## config.mk

```make
export PLATFORM = sky130hd
export DESIGN_NAME = wl_macc_norm_flat
export DESIGN_NICKNAME = d
export VERILOG_FILES = /design/src/rtl/wl_macc_norm_if.sv /design/src/rtl/wl_macc_norm.sv /design/src/flat_wrapper.sv
export SDC_FILE = /design/constraint.sdc
export NUM_CORES = 1
export LEC_CHECK = 0
export BUFFER_PORTS_ARGS = -buffer_cell sky130_fd_sc_hd__buf_2
export CAP_MARGIN = 40
export CORE_MARGIN = 1.5
export CORE_UTILIZATION = 56
export DETAILED_ROUTE_END_ITERATION = 6
export GPL_TIMING_DRIVEN = 0
export MAX_ROUTING_LAYER = met4
export PLACE_DENSITY = 0.88
export RECOVER_POWER = 50
export SLEW_MARGIN = 0
export SYNTH_ARGS = -nofsm -noshare
export SYNTH_HDL_FRONTEND = slang
export SYNTH_SLANG_ARGS = --single-unit
```

## constraint.sdc

```tcl
create_clock -name clk -period 4.86 [get_ports clk]
set_input_delay 0.243 -clock clk [delete_from_list [all_inputs] [get_ports clk]]
set_output_delay 0.243 -clock clk [all_outputs]
set_load 0.02 [all_outputs]
```

## src/rtl/wl_macc_norm_if.sv

```systemverilog
// wl_macc_norm_if: streaming bus between the MAC-side caller and the
// post-processor. The master drives the tap flags and the MAC product.
// The slave returns the normalised pixel stream and the protocol error flag.
interface wl_macc_norm_if #(
    parameter int IW = 48,
    parameter int OW = 8
);
    logic          in_vld;
    logic          in_last;
    logic [IW-1:0] p;
    logic          out_vld;
    logic [OW-1:0] out_data;
    logic          out_sat;
    logic          err;

    modport master (
        output in_vld, in_last, p,
        input  out_vld, out_data, out_sat, err
    );

    modport slave (
        input  in_vld, in_last, p,
        output out_vld, out_data, out_sat, err
    );
endinterface

```

## src/rtl/wl_macc_norm.sv

```systemverilog
// wl_macc_norm: accumulates groups of NTAP signed MAC products into one sum.
// It rounds the sum, shifts it right by SHIFT and clamps it to an OW-bit
// unsigned pixel. The caller's valid/last flags are delayed by LAT cycles so
// they line up with the product leaving the MAC.
// Optional build macro WL_MACC_NORM_ABS_EN: normalise |sum| instead of the
// signed sum, so that only overflow clamping can occur.
module wl_macc_norm #(
    parameter int LAT   = 4,
    parameter int IW    = 48,
    parameter int NTAP  = 5,
    parameter int SHIFT = 8,
    parameter int OW    = 8
) (
    input  logic              clk,
    input  logic              rst_b,
    wl_macc_norm_if.slave     bus
);
    localparam int AW = IW + $clog2(NTAP);
    // One guard bit so that the rounding offset and the absolute value cannot wrap.
    localparam int RW = AW + 1;
    localparam int CW = (NTAP > 1) ? $clog2(NTAP) : 1;
    localparam logic [CW-1:0]        C_LAST = CW'(NTAP - 1);
    localparam logic signed [RW-1:0] C_HALF = RW'(64'd1 << (SHIFT - 1));
    localparam logic signed [RW-1:0] C_MAX  = RW'((64'd1 << OW) - 64'd1);

    // Round half up, then arithmetic right shift.
    function automatic logic signed [RW-1:0] f_round(input logic signed [RW-1:0] x);
        logic signed [RW-1:0] t;
        t = x + C_HALF;
        return t >>> SHIFT;
    endfunction

    // Clamp to [0, 2^OW-1]; MSB of the result is the saturation flag.
    function automatic logic [OW:0] f_clamp(input logic signed [RW-1:0] r);
        if (r[RW-1])
            return {1'b1, {OW{1'b0}}};
        else if (r > C_MAX)
            return {1'b1, {OW{1'b1}}};
        else
            return {1'b0, r[OW-1:0]};
    endfunction

    logic w_v_d;
    logic w_l_d;

    // ---- stage p0: flag delay line, matched to the MAC latency ----
    generate
        if (LAT == 0) begin : g_nodly
            assign w_v_d = bus.in_vld;
            assign w_l_d = bus.in_vld & bus.in_last;
        end else begin : g_dly
            logic [LAT-1:0] r_vld_p0;
            logic [LAT-1:0] r_lst_p0;

            // Shift {in_vld, in_last} forward one stage per clock.
            always_ff @(posedge clk) begin
                if (!rst_b) begin
                    r_vld_p0 <= '0;
                    r_lst_p0 <= '0;
                end else begin
                    r_vld_p0[0] <= bus.in_vld;
                    r_lst_p0[0] <= bus.in_vld & bus.in_last;
                    for (int i = 1; i < LAT; i++) begin
                        r_vld_p0[i] <= r_vld_p0[i-1];
                        r_lst_p0[i] <= r_lst_p0[i-1];
                    end
                end
            end

            assign w_v_d = r_vld_p0[LAT-1];
            assign w_l_d = r_lst_p0[LAT-1];
        end
    endgenerate

    // ---- stage p1: accumulate products, detect group end ----
    logic signed [IW-1:0] w_p;
    logic signed [AW-1:0] w_p_ext;
    logic signed [AW-1:0] w_sum;
    logic signed [AW-1:0] r_acc_p1;
    logic [CW-1:0]        r_cnt_p1;
    logic                 w_at_max;
    logic                 w_end;

    assign w_p      = bus.p;
    assign w_p_ext  = AW'(w_p);
    assign w_sum    = ((r_cnt_p1 == '0) ? '0 : r_acc_p1) + w_p_ext;
    assign w_at_max = (r_cnt_p1 == C_LAST);
    assign w_end    = w_v_d & (w_l_d | w_at_max);

    // Running sum and tap count; both hold while no product is valid.
    always_ff @(posedge clk) begin
        if (!rst_b) begin
            r_acc_p1 <= '0;
            r_cnt_p1 <= '0;
        end else if (w_v_d) begin
            if (w_end) begin
                r_acc_p1 <= '0;
                r_cnt_p1 <= '0;
            end else begin
                r_acc_p1 <= w_sum;
                r_cnt_p1 <= r_cnt_p1 + 1'b1;
            end
        end
    end

    // ---- stage p2: normalise, clamp and register the pixel ----
    logic signed [RW-1:0] w_fin;
    logic signed [RW-1:0] w_mag;
    logic [OW:0]          w_norm;

    assign w_fin = RW'(w_sum);
`ifdef WL_MACC_NORM_ABS_EN
    assign w_mag = w_fin[RW-1] ? -w_fin : w_fin;
`else
    assign w_mag = w_fin;
`endif
    assign w_norm = f_clamp(f_round(w_mag));

    logic          r_out_vld_p2;
    logic [OW-1:0] r_out_data_p2;
    logic          r_out_sat_p2;
    logic          r_err;

    // Output pulse on group end; data and sat hold between pulses.
    always_ff @(posedge clk) begin
        if (!rst_b) begin
            r_out_vld_p2  <= 1'b0;
            r_out_data_p2 <= '0;
            r_out_sat_p2  <= 1'b0;
        end else begin
            r_out_vld_p2 <= w_end;
            if (w_end) begin
                r_out_sat_p2  <= w_norm[OW];
                r_out_data_p2 <= w_norm[OW-1:0];
            end
        end
    end

    // Sticky error: last flag and tap count disagree (short or long group).
    always_ff @(posedge clk) begin
        if (!rst_b)
            r_err <= 1'b0;
        else if (w_v_d && (w_l_d != w_at_max))
            r_err <= 1'b1;
    end

    assign bus.out_vld  = r_out_vld_p2;
    assign bus.out_data = r_out_data_p2;
    assign bus.out_sat  = r_out_sat_p2;
    assign bus.err      = r_err;
endmodule

```

## src/flat_wrapper.sv

```systemverilog
// flat-port wrapper written by rule: the top's interface ports become plain ports
module wl_macc_norm_flat 
#(
    parameter int LAT   = 4,
    parameter int IW    = 48,
    parameter int NTAP  = 5,
    parameter int SHIFT = 8,
    parameter int OW    = 8
)
  (clk, rst_b, bus_in_vld, bus_in_last, bus_p, bus_out_vld, bus_out_data, bus_out_sat, bus_err);
  wl_macc_norm_if #(.IW(IW), .OW(OW)) bus_i ();
  input  logic clk;
  input  logic rst_b;
  input wire logic [$bits(bus_i.in_vld)-1:0] bus_in_vld;
  input wire logic [$bits(bus_i.in_last)-1:0] bus_in_last;
  input wire logic [$bits(bus_i.p)-1:0] bus_p;
  output wire logic [$bits(bus_i.out_vld)-1:0] bus_out_vld;
  output wire logic [$bits(bus_i.out_data)-1:0] bus_out_data;
  output wire logic [$bits(bus_i.out_sat)-1:0] bus_out_sat;
  output wire logic [$bits(bus_i.err)-1:0] bus_err;
  assign bus_i.in_vld = bus_in_vld;
  assign bus_i.in_last = bus_in_last;
  assign bus_i.p = bus_p;
  assign bus_out_vld = bus_i.out_vld;
  assign bus_out_data = bus_i.out_data;
  assign bus_out_sat = bus_i.out_sat;
  assign bus_err = bus_i.err;
  wl_macc_norm #(.LAT(LAT), .IW(IW), .NTAP(NTAP), .SHIFT(SHIFT), .OW(OW)) u_core (.clk(clk), .rst_b(rst_b), .bus(bus_i));
endmodule
```

==> impl_metrics.env <==
export IMPL_die_h_um=123
export IMPL_intPower_w=0.00114
export IMPL_nets=1340
export IMPL_r2r_slack_ns=-0.56
export IMPL_endpoint_kind="flop"
export IMPL_worst_hold_slack_ns=0.0961
export IMPL_min_delay_start="bus_in_vld"
export IMPL_hold_end="u_core.g_dly.r_vld_p0[0]$_SDFF_PN0_"
export IMPL_root_buffer="clkbuf_16"
export IMPL_first_iter_violations=1195
export IMPL_viasPerCell=6.67
export IMPL_ir_drop_mv=0.219
export IMPL_ys_warn_count=0
export IMPL_core_area_um2=13900
export IMPL_grt_use_total=0.385
export IMPL_ios=63
export IMPL_clkSinkCount=73
export IMPL_drt_wl_total_mm=29.2
export IMPL_hold_depth=2
export IMPL_power_density_nw_per_um2=169
export IMPL_routabilityCongestion=1.01
export IMPL_ys_ff_latch=73
export IMPL_insertedDiodeCount=0
export IMPL_worst_r2r_path_depth=23
export IMPL_grt_pass1_wl_mm=43.3
export IMPL_worst_slew_margin_rel=0.446
export IMPL_drive_gt1_frac=0.208
export IMPL_syn_avg_cell_area_um2=7.18
export IMPL_cts_tree="built"
export IMPL_yosysSeqAreaShare=0.182
export IMPL_crit_type="reg -> reg"
export IMPL_critPathTopFamily="simple AND/OR/NAND/NOR gates"
export IMPL_drcViolationCount=0
export IMPL_cp_data_arrival_time_ns=5.66
export IMPL_max_stage_delay_ns=0.53
export IMPL_numCtsBuffers=9
export IMPL_final_area_um2=9820
export IMPL_synth_cells=1120
export IMPL_power_switching_w=0.000519
export IMPL_num_vias=9451
export IMPL_antenna_found_initial=0
export IMPL_synth_nets=1227
export IMPL_clkPwrFrac=0.443
export IMPL_placed_area_um2=8640
export IMPL_startpoint_type="flop"
export IMPL_status="finished, violations left"
export IMPL_grt_pass1_vias=8424
export IMPL_insertion_delay_ns=0.36
export IMPL_async_flop_share=0
export IMPL_finalSetupViolations=9
export IMPL_die_area_um2=15100
export IMPL_period_needed_ns=5.42
export IMPL_crit_path_max_fanout=8
export IMPL_htree_levels=3
export IMPL_slew_violations=0
export IMPL_critical_path_cell_chain="inv_2 -> ha_4 -> nand2b_4 -> buf_8 -> and2_4 -> ha_4 -> inv_2 -> fa_2 -> nand2b_4 -> a211o_1 -> a211o_4 -> buf_4 -> a211oi_2 -> nor3_2 -> xnor2_1 -> nand2b_1 -> or4_4 -> nor4_2 -> o21ai_1 -> a221oi_2 -> nor4b_4 -> buf_4 -> a32oi_1"
export IMPL_final_core_util=0.705
export IMPL_fin_cells=1418
export IMPL_crit_start="u_core.r_cnt_p1[0]$_SDFFE_PN0P_"
export IMPL_grt_max_degree=15
export IMPL_dieWidth_um=123
export IMPL_overflow=0
export IMPL_dp_cells=1361
export IMPL_fmax_mhz=185
export IMPL_power_leakage_nw=4.01
export IMPL_finalHoldViolations=0
export IMPL_rsz0062_at_grt="yes"
export IMPL_syn_area_um2=8040
export IMPL_drv_cap=0
export IMPL_comb_power_share=0.191
export IMPL_clkTransAtPathRegs_ns=0.07
export IMPL_seqPwrFrac=0.366
export IMPL_dpl_hpwl_mm=20.8
export IMPL_min_period_over_period=1.12
export IMPL_rows=43
export IMPL_start_util=0.577
export IMPL_ant_nets=0
export IMPL_worstReg2RegStart="u_core.r_cnt_p1[0]$_SDFFE_PN0P_"
export IMPL_routedWlPerCell_um=20.6
export IMPL_area_delta_synth_final_pct=22.2
export IMPL_ys_types=80
export IMPL_cp_num_buf_inv=5
export IMPL_r2r_end="u_core.bus.out_data[4]$_SDFFE_PN0P_"
export IMPL_critPathRequiredTime_ns=5.10
export IMPL_cts_max_path_buffers=2
export IMPL_violations="setup timing"
export IMPL_skew_ns=0.0109
export IMPL_hp_class="in -> reg"
export IMPL_synth_edff_count=0
export IMPL_yosys_most_used_dff="dfxtp_1"
export IMPL_fin_ws_ns=-0.559
export IMPL_portBuffers=61
export IMPL_dr_pass1_iters=6
export IMPL_p_sw_frac=0.313
export IMPL_worstMarginPinSlew_ns=0.831
export IMPL_crit_slowest_cell="or4_4"
-- stage by stage --
step / setup TNS (ns) / power (W) / setup WS [ns]
floorplan: 0 / 0.000808 / 0.0169
global placement: -13.08 / 0.000887 / -1.52
detailed placement: -13.62 / 0.000891 / -1.57
CTS: -2.30 / 0.00163 / -0.321
global route: -5.39 / 0.00170 / -0.619
finish: -4.86 / 0.00166 / -0.559
-- cells in the mapped netlist, types with 10 or more instances --
library cell / number / area [um2]
a211oi_1: 10 / 75.1
a21o_1: 17 / 128
a21oi_1: 102 / 510
and2_1: 108 / 676
and3_1: 18 / 113
buf_2: 18 / 90.1
clkbuf_1: 45 / 169
dfxtp_1: 73 / 1460
ha_1: 54 / 676
inv_1: 55 / 206
mux2i_1: 11 / 110
nand2_1: 92 / 345
nand3_1: 23 / 115
nand4_1: 40 / 250
nor2_1: 64 / 240
nor2b_1: 40 / 250
nor3_1: 26 / 130
nor4_1: 11 / 68.8
o211ai_1: 16 / 120
o21ai_0: 53 / 265
o22ai_1: 34 / 213
xnor2_1: 27 / 236
xor2_1: 19 / 166
-- cell families (layout without fill, tap and decap cells) --
family,count (synthesis),after routing,share of synthesized area
adder cells (fa/ha/maj),55,55,0.0865
AND/OR/NAND/NOR,482,482,0.339
XOR/XNOR,46,46,0.0501
AO/OA/AOI/OAI,329,329,0.266
multiplexers,13,13,0.0165
flip-flops,73,73,0.182
buffers and inverters,122,240,0.0607
-- state kept, by name, summed over array words and instances, names as in the netlist --
name / count
u_core.bus.err: 1
u_core.bus.out_data: 8
u_core.bus.out_sat: 1
u_core.bus.out_vld: 1
u_core.g_dly.r_lst_p0: 4
u_core.g_dly.r_vld_p0: 4
u_core.r_acc_p1: 51
u_core.r_cnt_p1: 3
-- how the worst max path moves through the flow --
stage	end	depth (start not counted)	slack (ns)
6_report	u_core.bus.out_data[4]$_SDFFE_PN0P_	23	-0.56
5_1_grt	u_core.bus.out_data[4]$_SDFFE_PN0P_	23	-0.62
3_3_place_gp	u_core.bus.out_sat$_SDFFE_PN0P_	22	-1.52
4_1_cts	u_core.bus.out_sat$_SDFFE_PN0P_	24	-0.32
3_5_place_dp	u_core.bus.out_sat$_SDFFE_PN0P_	22	-1.57
2_1_floorplan	u_core.bus.out_sat$_SDFFE_PN0P_	23	0.02
-- power groups by stage --
stage | combinational (W) | sequential [W] | clock [W]
floorplan | 0.000187 | 0.000620 | 0
global placement | 0.000265 | 0.000621 | 0
detailed placement | 0.000270 | 0.000621 | 0
CTS | 0.000289 | 0.000608 | 0.000733
global route | 0.000338 | 0.000608 | 0.000753
finish | 0.000317 | 0.000608 | 0.000736
-- layer usage --
metal | up-vias | global-route usage | routed length [um]
met4 | 0 | 0.179 | 1040
li1 | 4366 | - | -
met5 | - | - | 0
met3 | 92 | 0.0553 | 2930
met2 | 565 | 0.601 | 13300
met1 | 4428 | 0.489 | 11900
-- cell usage in the layout (no fill, tap or decap), types with 17 or more instances in the layout --
cell,instances
inv_1,52
and2_1,99
nor2b_1,40
clkbuf_1,37
o21ai_0,38
nand2_1,89
dfxtp_1,71
buf_2,66
ha_1,49
xor2_1,19
a21o_1,17
xnor2_1,24
a21oi_2,19
buf_4,50
nor3_1,20
o22ai_1,34
nand4_1,40
a21oi_1,83
nand3_1,22
nor2_1,61
-- worst register-to-register path: cells and delay by family (launching register included) --
family,cells,cell delay [ns]
fa+ha+maj,3,0.67
simple gates,8,1.86
compound gates,6,1.53
buf+inv,5,0.62
xor+xnor,1,0.30
flops,1,0.34
-- area by class of cell --
cell class | instances | area (um2)
clock inverter | 6 | 73.8
inverter | 55 | 206
fill | 1153 | 4110
buffer | 55 | 272
timing repair buffer | 114 | 707
clock buffer | 10 | 239
tap | 180 | 225
sequential | 73 | 1460
multi-input combinational | 925 | 6640
-- repair_timing --
| action | in CTS | in global routing |
|---|---|---|
| hold buffers | 0 | 0 |
| setup buffers | 26 | 25 |
| pin swaps | 27 | 32 |
| cloned | 1 | 1 |
| gates resized for setup | 93 | 38 |
| endpoints found under the setup margin | 9 | 9 |
Power figures use the tool's default switching activity.
